$ cat config.mk
export PLATFORM = sky130hd
export DESIGN_NAME = alu_share_arbiter
export DESIGN_NICKNAME = d
export VERILOG_FILES = /design/src/rtl/alu_share_pkg.sv /design/src/rtl/alu_core.sv /design/src/rtl/alu_share_arbiter.sv
export SDC_FILE = /design/constraint.sdc
export NUM_CORES = 1
export LEC_CHECK = 0
export CAP_MARGIN = 20
export CORE_ASPECT_RATIO = 0.7
export CORE_MARGIN = 5
export CORE_UTILIZATION = 33
export DETAILED_ROUTE_END_ITERATION = 8
export GPL_ROUTABILITY_DRIVEN = 0
export HOLD_SLACK_MARGIN = 0.05
export PLACE_DENSITY_LB_ADDON = 0.25
export SLEW_MARGIN = 25
export SYNTH_ARGS = -nofsm -noshare
export SYNTH_HDL_FRONTEND = slang
export SYNTH_HIERARCHICAL = 1
export SYNTH_SLANG_ARGS = --single-unit
$ cat constraint.sdc
create_clock -name clk -period 3.5 [get_ports clk]
set_input_delay 0.35 -clock clk [delete_from_list [all_inputs] [get_ports clk]]
set_output_delay 0.35 -clock clk [all_outputs]
set_load 0.005 [all_outputs]
$ cat src/rtl/alu_share_pkg.sv
// ----------------------------------------------------------------------------
// alu_share_pkg : op and FSM state encodings for the shared ALU arbiter
// Revision: 1.0
// ----------------------------------------------------------------------------
`default_nettype none

package alu_share_pkg;

  typedef enum logic [1:0] {
    OP_ADD = 2'd0,
    OP_SUB = 2'd1,
    OP_AND = 2'd2,
    OP_OR  = 2'd3
  } op_t;

  typedef enum logic [1:0] {
    ST_IDLE = 2'd0,
    ST_EXEC = 2'd1,
    ST_RESP = 2'd2
  } state_t;

endpackage

`default_nettype wire

$ cat src/rtl/alu_core.sv
// ----------------------------------------------------------------------------
// alu_core : operand registers plus a pipelined add/sub/and/or datapath
// Revision: 1.0
// ----------------------------------------------------------------------------
`default_nettype none

module alu_core
  import alu_share_pkg::*;
#(
  parameter int DATA_W      = 8,
  parameter int ALU_LATENCY = 1
) (
  input  logic              clk,
  input  logic              rst_n,
  input  logic              i_load,
  input  logic [1:0]        i_op,
  input  logic [DATA_W-1:0] i_a,
  input  logic [DATA_W-1:0] i_b,
  output logic [DATA_W:0]   o_result
);

  op_t               r_op;
  logic [DATA_W-1:0] r_a;
  logic [DATA_W-1:0] r_b;
  logic [DATA_W:0]   w_res;

  always_ff @(posedge clk or negedge rst_n) begin
    if (!rst_n) begin
      r_op <= OP_ADD;
      r_a  <= '0;
      r_b  <= '0;
    end else if (i_load) begin
      r_op <= op_t'(i_op);
      r_a  <= i_a;
      r_b  <= i_b;
    end
  end

  always_comb begin
    w_res = '0;
    case (r_op)
      OP_ADD:  w_res = {1'b0, r_a} + {1'b0, r_b};
      OP_SUB:  w_res = {1'b0, r_a} - {1'b0, r_b};
      OP_AND:  w_res = {1'b0, r_a & r_b};
      OP_OR:   w_res = {1'b0, r_a | r_b};
      default: w_res = '0;
    endcase
  end

  // The operand register is the first stage; the owner registers the last.
  generate
    if (ALU_LATENCY == 1) begin : g_direct
      assign o_result = w_res;
    end else begin : g_pipe
      logic [DATA_W:0] r_stage [ALU_LATENCY-1];

      always_ff @(posedge clk or negedge rst_n) begin
        if (!rst_n) begin
          for (int k = 0; k < ALU_LATENCY-1; k++) r_stage[k] <= '0;
        end else begin
          r_stage[0] <= w_res;
          for (int k = 1; k < ALU_LATENCY-1; k++) r_stage[k] <= r_stage[k-1];
        end
      end

      assign o_result = r_stage[ALU_LATENCY-2];
    end
  endgenerate

endmodule

`default_nettype wire

$ cat src/rtl/alu_share_arbiter.sv
// ----------------------------------------------------------------------------
// alu_share_arbiter : round-robin sharing of one ALU among NUM_REQ requesters
// Revision: 1.0
// ----------------------------------------------------------------------------
`default_nettype none

module alu_share_arbiter
  import alu_share_pkg::*;
#(
  parameter int NUM_REQ     = 4,
  parameter int DATA_W      = 8,
  parameter int ALU_LATENCY = 1,
  localparam int ID_W       = $clog2(NUM_REQ)
) (
  input  logic                      clk,
  input  logic                      rst_n,
  input  logic [NUM_REQ-1:0]        i_req_valid,
  output logic [NUM_REQ-1:0]        o_req_ready,
  input  logic [2*NUM_REQ-1:0]      i_req_op,
  input  logic [DATA_W*NUM_REQ-1:0] i_req_a,
  input  logic [DATA_W*NUM_REQ-1:0] i_req_b,
  output logic                      o_rsp_valid,
  input  logic                      i_rsp_ready,
  output logic [ID_W-1:0]           o_rsp_id,
  output logic [DATA_W:0]           o_rsp_data,
  output logic                      o_busy,
  output logic [15:0]               o_ops_done
);

  localparam int LAT_W = (ALU_LATENCY > 1) ? $clog2(ALU_LATENCY) : 1;

  state_t            r_state;
  logic [ID_W-1:0]   r_rr_ptr;
  logic [LAT_W-1:0]  r_lat_cnt;
  logic [ID_W-1:0]   r_rsp_id;
  logic [DATA_W:0]   r_rsp_data;
  logic [15:0]       r_ops_done;

  logic [1:0]        w_op_arr [NUM_REQ];
  logic [DATA_W-1:0] w_a_arr  [NUM_REQ];
  logic [DATA_W-1:0] w_b_arr  [NUM_REQ];

  logic [NUM_REQ-1:0] w_grant;
  logic [ID_W-1:0]    w_grant_idx;
  logic [ID_W:0]      w_sum;
  logic [ID_W-1:0]    w_idx;
  logic               w_found;
  logic               w_accept;
  logic [ID_W-1:0]    w_rr_next;
  logic [DATA_W:0]    w_core_result;

  generate
    for (genvar g = 0; g < NUM_REQ; g++) begin : g_unpack
      assign w_op_arr[g] = i_req_op[2*g +: 2];
      assign w_a_arr[g]  = i_req_a[DATA_W*g +: DATA_W];
      assign w_b_arr[g]  = i_req_b[DATA_W*g +: DATA_W];
    end
  endgenerate

  // First valid requester at or after the round-robin pointer, wrapping.
  always_comb begin
    w_grant     = '0;
    w_grant_idx = '0;
    w_found     = 1'b0;
    w_sum       = '0;
    w_idx       = '0;
    for (int k = 0; k < NUM_REQ; k++) begin
      w_sum = {1'b0, r_rr_ptr} + (ID_W+1)'(k);
      if (w_sum >= (ID_W+1)'(NUM_REQ)) w_sum = w_sum - (ID_W+1)'(NUM_REQ);
      w_idx = w_sum[ID_W-1:0];
      if (!w_found && i_req_valid[w_idx]) begin
        w_found        = 1'b1;
        w_grant_idx    = w_idx;
        w_grant[w_idx] = 1'b1;
      end
    end
  end

  // Gated by rst_n so no grant is visible while reset is held.
  assign o_req_ready = (r_state == ST_IDLE && rst_n) ? w_grant : '0;
  assign w_accept    = (r_state == ST_IDLE) && w_found;
  assign w_rr_next   = (w_grant_idx == ID_W'(NUM_REQ-1)) ? '0 : w_grant_idx + ID_W'(1);

  alu_core #(
    .DATA_W      (DATA_W),
    .ALU_LATENCY (ALU_LATENCY)
  ) u_alu_core (
    .clk      (clk),
    .rst_n    (rst_n),
    .i_load   (w_accept),
    .i_op     (w_op_arr[w_grant_idx]),
    .i_a      (w_a_arr[w_grant_idx]),
    .i_b      (w_b_arr[w_grant_idx]),
    .o_result (w_core_result)
  );

  always_ff @(posedge clk or negedge rst_n) begin
    if (!rst_n) begin
      r_state    <= ST_IDLE;
      r_rr_ptr   <= '0;
      r_lat_cnt  <= '0;
      r_rsp_id   <= '0;
      r_rsp_data <= '0;
      r_ops_done <= '0;
    end else begin
      case (r_state)
        ST_IDLE: begin
          if (w_accept) begin
            r_state   <= ST_EXEC;
            r_lat_cnt <= LAT_W'(ALU_LATENCY-1);
            r_rr_ptr  <= w_rr_next;
            r_rsp_id  <= w_grant_idx;
          end
        end
        ST_EXEC: begin
          if (r_lat_cnt == '0) begin
            r_rsp_data <= w_core_result;
            r_state    <= ST_RESP;
          end else begin
            r_lat_cnt <= r_lat_cnt - LAT_W'(1);
          end
        end
        ST_RESP: begin
          if (i_rsp_ready) begin
            r_state <= ST_IDLE;
            if (r_ops_done != 16'hFFFF) r_ops_done <= r_ops_done + 16'd1;
          end
        end
        default: r_state <= ST_IDLE;
      endcase
    end
  end

  assign o_rsp_valid = (r_state == ST_RESP);
  assign o_busy      = (r_state != ST_IDLE);
  assign o_rsp_id    = r_rsp_id;
  assign o_rsp_data  = r_rsp_data;
  assign o_ops_done  = r_ops_done;

endmodule

`default_nettype wire
Word level (Yosys, flattened, before mapping)

Index checks and enable logic that the tools add are counted.

Input port bits: 79
Logic and storage cells: 123
ROM bits: 0
Latch bits: 0
Bits in registers: 50
Memories: 0
Bits in writable memories: 0
Output and inout port bits: 33

Equal/unequal tests: 10
Shift-type cells: 0
Multiplexer cells: 51
$mul: 0
Add/subtract/negate cells: 12
$lt $le $gt $ge: 13
Bitwise logic cells: 7
Reduce and logical (&&, ||, !) cells: 21
Div/mod/pow operators: 0

Operators by type and width:

| kind                                                                  | count |
|---|---|
| 9-bit one-hot mux with 4 select lines                                 | 1 |
| 8-bit binary-select mux with 2-bit select                             | 2 |
| 8-bit two-way mux                                                     | 4 |
| 2-bit two-way mux                                                     | 14 |
| 4-bit two-way mux                                                     | 5 |
| 16-bit by 1-bit adder with 16-bit output, second input constant       | 1 |
| 16-bit != test, second input constant                                 | 1 |
| 1-bit two-way mux                                                     | 14 |
| 3-bit >= comparator, second input constant                            | 4 |
| 2-bit by 3-bit < comparator with 1-bit output, second input constant  | 4 |
| 4-bit OR                                                              | 3 |
| 8-bit by 8-bit adder with 9-bit output                                | 1 |
| 1-bit logical AND                                                     | 9 |
| 8-bit by 8-bit subtractor with 9-bit output                           | 1 |
| 8-bit bitwise AND                                                     | 1 |
| 1-bit binary-select mux with 2-bit select                             | 4 |
| 1-bit demux with 2-bit select                                         | 4 |
| 2-bit == test, second input constant                                  | 4 |
| 2-bit by 1-bit >= comparator with 1-bit output, second input constant | 4 |
| 8-bit OR                                                              | 1 |
| 2-bit by 1-bit subtractor with 2-bit output, second input constant    | 4 |
| 2-bit by 2-bit adder with 3-bit output, second input constant         | 2 |
| 2-bit one-hot mux with 3 select lines                                 | 1 |
| 2-bit AND reduction                                                   | 3 |
| other kinds (15)                                                      | 22 |

Longest topological paths before layout

Word-level depth: 18
Gate-level depth with buffers: 13
Gate-level depth less buffers: 10

Cells and area by module

Netlist, hierarchy kept.

By module, submodules not included:

| module            | cells an instance | instances | area each (µm²) | seq. area each (µm²) |
|---|---|---|---|---|
| alu_share_arbiter | 225               | 1         | 2462.4          | 775.7 |
| alu_core          | 141               | 1         | 1392.6          | 450.4 |

Worst setup path before layout

Ideal clock, no wire load.

Path type: reg2reg
Start point: register r_rr_ptr[0]
End point: register r_rr_ptr[0]
Setup time: 122 ps
Cell stages (with the launch flop): 13
Clock period less this slack: 2990 ps
Path buffers: 2
Data arrival time: 2868 ps
Path slack: 510 ps
Required time: 3378 ps
Cells stage by stage: dfrtp_1 > clkbuf_8 > inv_1 > ha_1 > mux4_2 > nor3_4 > and2_4 > nor4_2 > a31oi_2 > clkbuf_8 > ha_1 > o21ai_0 > a32o_1

Cells in the longest elaborated chain, start to end: 16
Elaborated cells on any way between the ends: 42
Those cells by class: add/sub (8); order compare (4); eq/ne (1); mux (21); reduce/logical (8)

Ends and longest elaborated chain:

| element                                                                                         | RTL line                 | source |
|---|---|---|
| start, declared                                                                                 | alu_share_arbiter.sv:33  | `logic [ID_W-1:0] r_rr_ptr;` |
| start signal, assigned                                                                          | alu_share_arbiter.sv:111 | `r_rr_ptr <= w_rr_next;` |
| parallel branches: the longest is 13 deep, another holds 2-bit by 1-bit adder with 3-bit output | -                        |  |
| 2-bit two-way mux (*)                                                                           | alu_share_arbiter.sv:71  | `if (!w_found && i_req_valid[w_idx]) begin` |
| via w_grant_idx[1]                                                                              | alu_share_arbiter.sv:44  | `logic [ID_W-1:0] w_grant_idx;` |
| 2-bit == test (*)                                                                               | alu_share_arbiter.sv:82  | `assign w_rr_next = (w_grant_idx == ID_W'(NUM_REQ-1)) ? '0 : w_grant_idx + ID_W'(1);` |
| 2-bit two-way mux (*)                                                                           | alu_share_arbiter.sv:82  |  |

Mark *: on every way through the listed nets, which the timed path passes. The select of a mux whose other input is x is not followed.
A chain may end at the register's enable or synchronous reset.

Final worst setup path

Start point: register r_rr_ptr[0]
End point: output port o_req_ready[1]

Cells in the longest elaborated chain, start to end: 15
Elaborated cells on any way between the ends: 60
Those cells by class: add/sub (7); order compare (12); mux (28); bitwise (3); reduce/logical (10)

Ends and longest elaborated chain:

| element                                                                                         | RTL line                | source |
|---|---|---|
| parallel branches: the longest is 13 deep, another holds 2-bit by 1-bit adder with 3-bit output | -                       |  |
| 4-bit two-way mux (*)                                                                           | alu_share_arbiter.sv:71 |  |
| 4-bit two-way mux (*)                                                                           | alu_share_arbiter.sv:80 | `assign o_req_ready = (r_state == ST_IDLE && rst_n) ? w_grant : '0;` |
| end, declared                                                                                   | alu_share_arbiter.sv:18 | `output logic [NUM_REQ-1:0] o_req_ready,` |

Every way passes the cells marked *. The select of a mux whose other input is x is not followed.

==> impl_metrics.py <==
metrics = {
    "run_status": {
        "status": "finished, final reports clean",
    },
    "yosys": {
        "synth_top_cell_area_share_pct": 31.8,
        "synthCells": 366,
        "synthMostInstantiatedCell": "mux2i_1",
        "synth_nets": 466,
        "synth_ff_type": "dfrtp_1",
        "synth-adder-area-share_pct": 8.57,
        "yosysSeqAreaShare_pct": 31.8,
        "synth_cell_types": 59,
        "synth_edf_count": 0,
        "syn_avg_cell_area_sq_um": 10.5,
        "synth_top_family_by_area": "multiplexers",
        "mappedNetlistArea_sq_um": 3850,
        "synth_mux_area_share_pct": 25.0,
        "async_flop_share_pct": 100,
        "yosys.area_share.simple_pct": 12.4,
        "synth_compound_area_share_pct": 10.3,
        "ys_seq_elements": 49,
        "synth_warnings": 6,
        "synthTopCellsByArea": "dfrtp_1 32%, mux2i_1 15%, mux2_2 7.6%",
        "synth_common_cells": "56 x mux2i_1, 49 x dfrtp_1, 33 x nor2_1",
        "synth_xor_area_share_pct": 5.68,
        "synth_top_area_cell": "dfrtp_1",
    },
    "sta": {
        "final.period_utilization_pct": 91.9,
        "finalSetupViolCount": 0,
        "worst_pin_slew_ns": 0.743,
        "fin_crit_ns": 3.22,
        "hold_ws_ns": 0.266,
        "fin_setup_tns_ns": 0,
        "max_slew_margin_pct": 50.0,
        "rsz0062_at_grt": "no",
        "fin_worst_skew_ns": 0.00685,
        "fmax_mhz": 311,
        "hold_violations": 0,
        "maxSlewViolCount": 0,
    },
    "detailed_routing": {
        "wl_um": 9460,
        "drt_iter0_markers": 151,
        "drtPass1Iterations": 4,
        "drc": 0,
        "viasPerCell": 4.90,
        "wire_per_inst_um": 15.0,
        "ant_nets": 0,
        "vias": 3094,
    },
    "clocking": {
        "cts_tree": "built",
        "clkSinkCount": 49,
        "insertion_delay_ns": 0.30,
        "root_buffer": "clkbuf_16",
        "numCtsBuffers": 5,
        "hold_buffers": 0,
        "cts_resized": 0,
        "clockBufferDepth": 2,
        "post_cts_buffers": 0,
        "clkSlewWorstSetupHoldPaths_ns": 0.07,
        "htreeDepth": 2,
    },
    "power_and_ir_drop": {
        "switching_share_pct": 42.4,
        "p_leak_nw": 2.22,
        "powerDensity_nw_per_um2": 1040,
        "pwr-share-clk_pct": 10.4,
        "p_comb_share_pct": 70.4,
        "power.switching_mw": 2.30,
        "internal_power_mw": 3.12,
        "seqPwrFrac_pct": 19.2,
        "vdd_ir_drop_max_v": 0.000470,
    },
    "die": {
        "num_rows": 33,
        "die_height_um": 100,
        "dieWidth_um": 139,
        "initial_core_util_pct": 33.3,
        "io-pin-count": 112,
        "die_area_sq_um": 14000,
        "core-area_sq_um": 11600,
    },
    "finish": {
        "fin_area_sq_um": 5230,
        "antenna_cells": 0,
        "nets": 573,
        "fin_util_pct": 45.2,
        "syn2layout_area_growth_pct": 35.6,
        "num-fill-cells": 1117,
        "drive_above_1_share_pct": 12.4,
    },
    "placed_design": {
        "placed_area_sq_um": 5060,
        "place_hpwl_um": 7540,
        "port_buffers": 111,
    },
    "global_route": {
        "grt_pass1_vias": 3159,
        "grt_overflow": 0,
        "grt_pass1_wl_um": 16000,
        "antenna_found_initial": 0,
        "grt_max_degree": 50,
        "track_usage_pct": 13.9,
    },
    "min_path": {
        "hp-class": "in -> async",
    },
    "worst_setup_path": {
        "required_ns": 3.15,
        "worst_setup_path_start_kind": "register",
        "r2r_cells": 10,
        "crit_fanout": 8,
        "arrival_ns": 2.87,
        "worstSetupPathType": "reg -> out",
        "endpoint_kind": "output pin",
    },
    "job": {
        "drv_cap": 0,
    },
}
[logic make-up (layout without fill, tap and decap cells)]
group	after synthesis	after routing
and+or+nand+nor	91	91
adders and majority gates	27	27
AOI/OAI and AO/OA	57	57
buffers and inverters	30	138
DFF	49	49
xor gates and xnor gates	25	25
muxes	87	87
[power groups by stage]
| stage | registers, mW | logic, mW | clock network, mW |
|---|---|---|---|
| floorplan | 0.992 | 3.14 | 0 |
| global placement | 1.05 | 3.76 | 0 |
| detailed placement | 1.05 | 3.84 | 0 |
| CTS | 1.04 | 3.85 | 0.586 |
| global route | 1.08 | 4.24 | 0.612 |
| finish | 1.04 | 3.82 | 0.562 |
[routing by layer]
layer	global-route usage, %	wire, um	vias up
met4	3.46	93	0
met1	18.9	4440	1461
li1	-	-	1540
met2	22.3	4410	83
met3	3.67	515	10
met5	0	0	-
[critical path, cell delays in order, from the launching register on]
cell,delay (ns)
dfrtp_1,0.35
inv_1,0.12
ha_1,0.46
mux4_2,0.48
nor3_4,0.23
and2_4,0.20
a221oi_1,0.08
nor2_1,0.14
clkdlybuf4s50_1,0.52
[final cells by class]
cell class                      count  area (sq um)  area share [%]
Multi-Input combinational cell    287          2410            46.1
Sequential cell                    49          1230            23.5
Timing Repair Buffer              118          1180            22.6
Tap cell                          157           196            3.76
Clock buffer                        5           125            2.39
Inverter                           12          45.0           0.861
Clock inverter                      3          43.8           0.838
[metrics by stage]
stage | total power, mW | worst slack (ns) | instances
2_1_floorplan | 4.13 | 0.510 | 366
3_3_place_gp | 4.81 | 0.409 | 623
3_5_place_dp | 4.89 | 0.302 | 623
4_1_cts | 5.48 | 0.291 | 631
5_1_grt | 5.93 | 0.168 | 631
6_report | 5.42 | 0.284 | 631
[placed cells by master (no fill, tap or decap), types with 4 or more instances in the layout]
cell type / n
clkdlybuf4s50_1: 110
mux2i_1: 56
dfrtp_1: 49
nor2_1: 32
mux2_2: 26
nand2_1: 21
ha_1: 20
xnor2_1: 18
o21ai_0: 13
inv_1: 12
a21oi_1: 12
xor2_1: 7
maj3_1: 6
nand2b_1: 5
nand3_1: 5
a22oi_1: 5
nand4_1: 5
clkbuf_16: 5
buf_4: 5
a221oi_1: 4
o211ai_1: 4
[path summary, 6_finish.rpt]
path,start,endpoint,slack [ns]
worst max-delay path,r_rr_ptr[0]$_DFFE_PN0P_,o_req_ready[1],0.28
worst min-delay path,rst_n,o_rsp_data[1]$_DFFE_PN0N_,0.27
worst max register to register,r_rr_ptr[0]$_DFFE_PN0P_,u_alu_core/r_a[4]$_DFFE_PN0P_,0.49
worst min register to register,o_ops_done[13]$_DFFE_PN0P_,o_ops_done[13]$_DFFE_PN0P_,0.49
max in group asynchronous,rst_n,r_state[0]$_DFFE_PN0P_,2.81
min in group clk,o_ops_done[13]$_DFFE_PN0P_,o_ops_done[13]$_DFFE_PN0P_,0.49
[registers in the layout (all words and copies together) (netlist names)]
signal,flops
o_ops_done,16
o_rsp_data,9
u_alu_core/r_a,8
u_alu_core/r_b,8
o_rsp_id,2
r_rr_ptr,2
r_state,2
u_alu_core/r_op,2
Power figures use the tool's default switching activity.
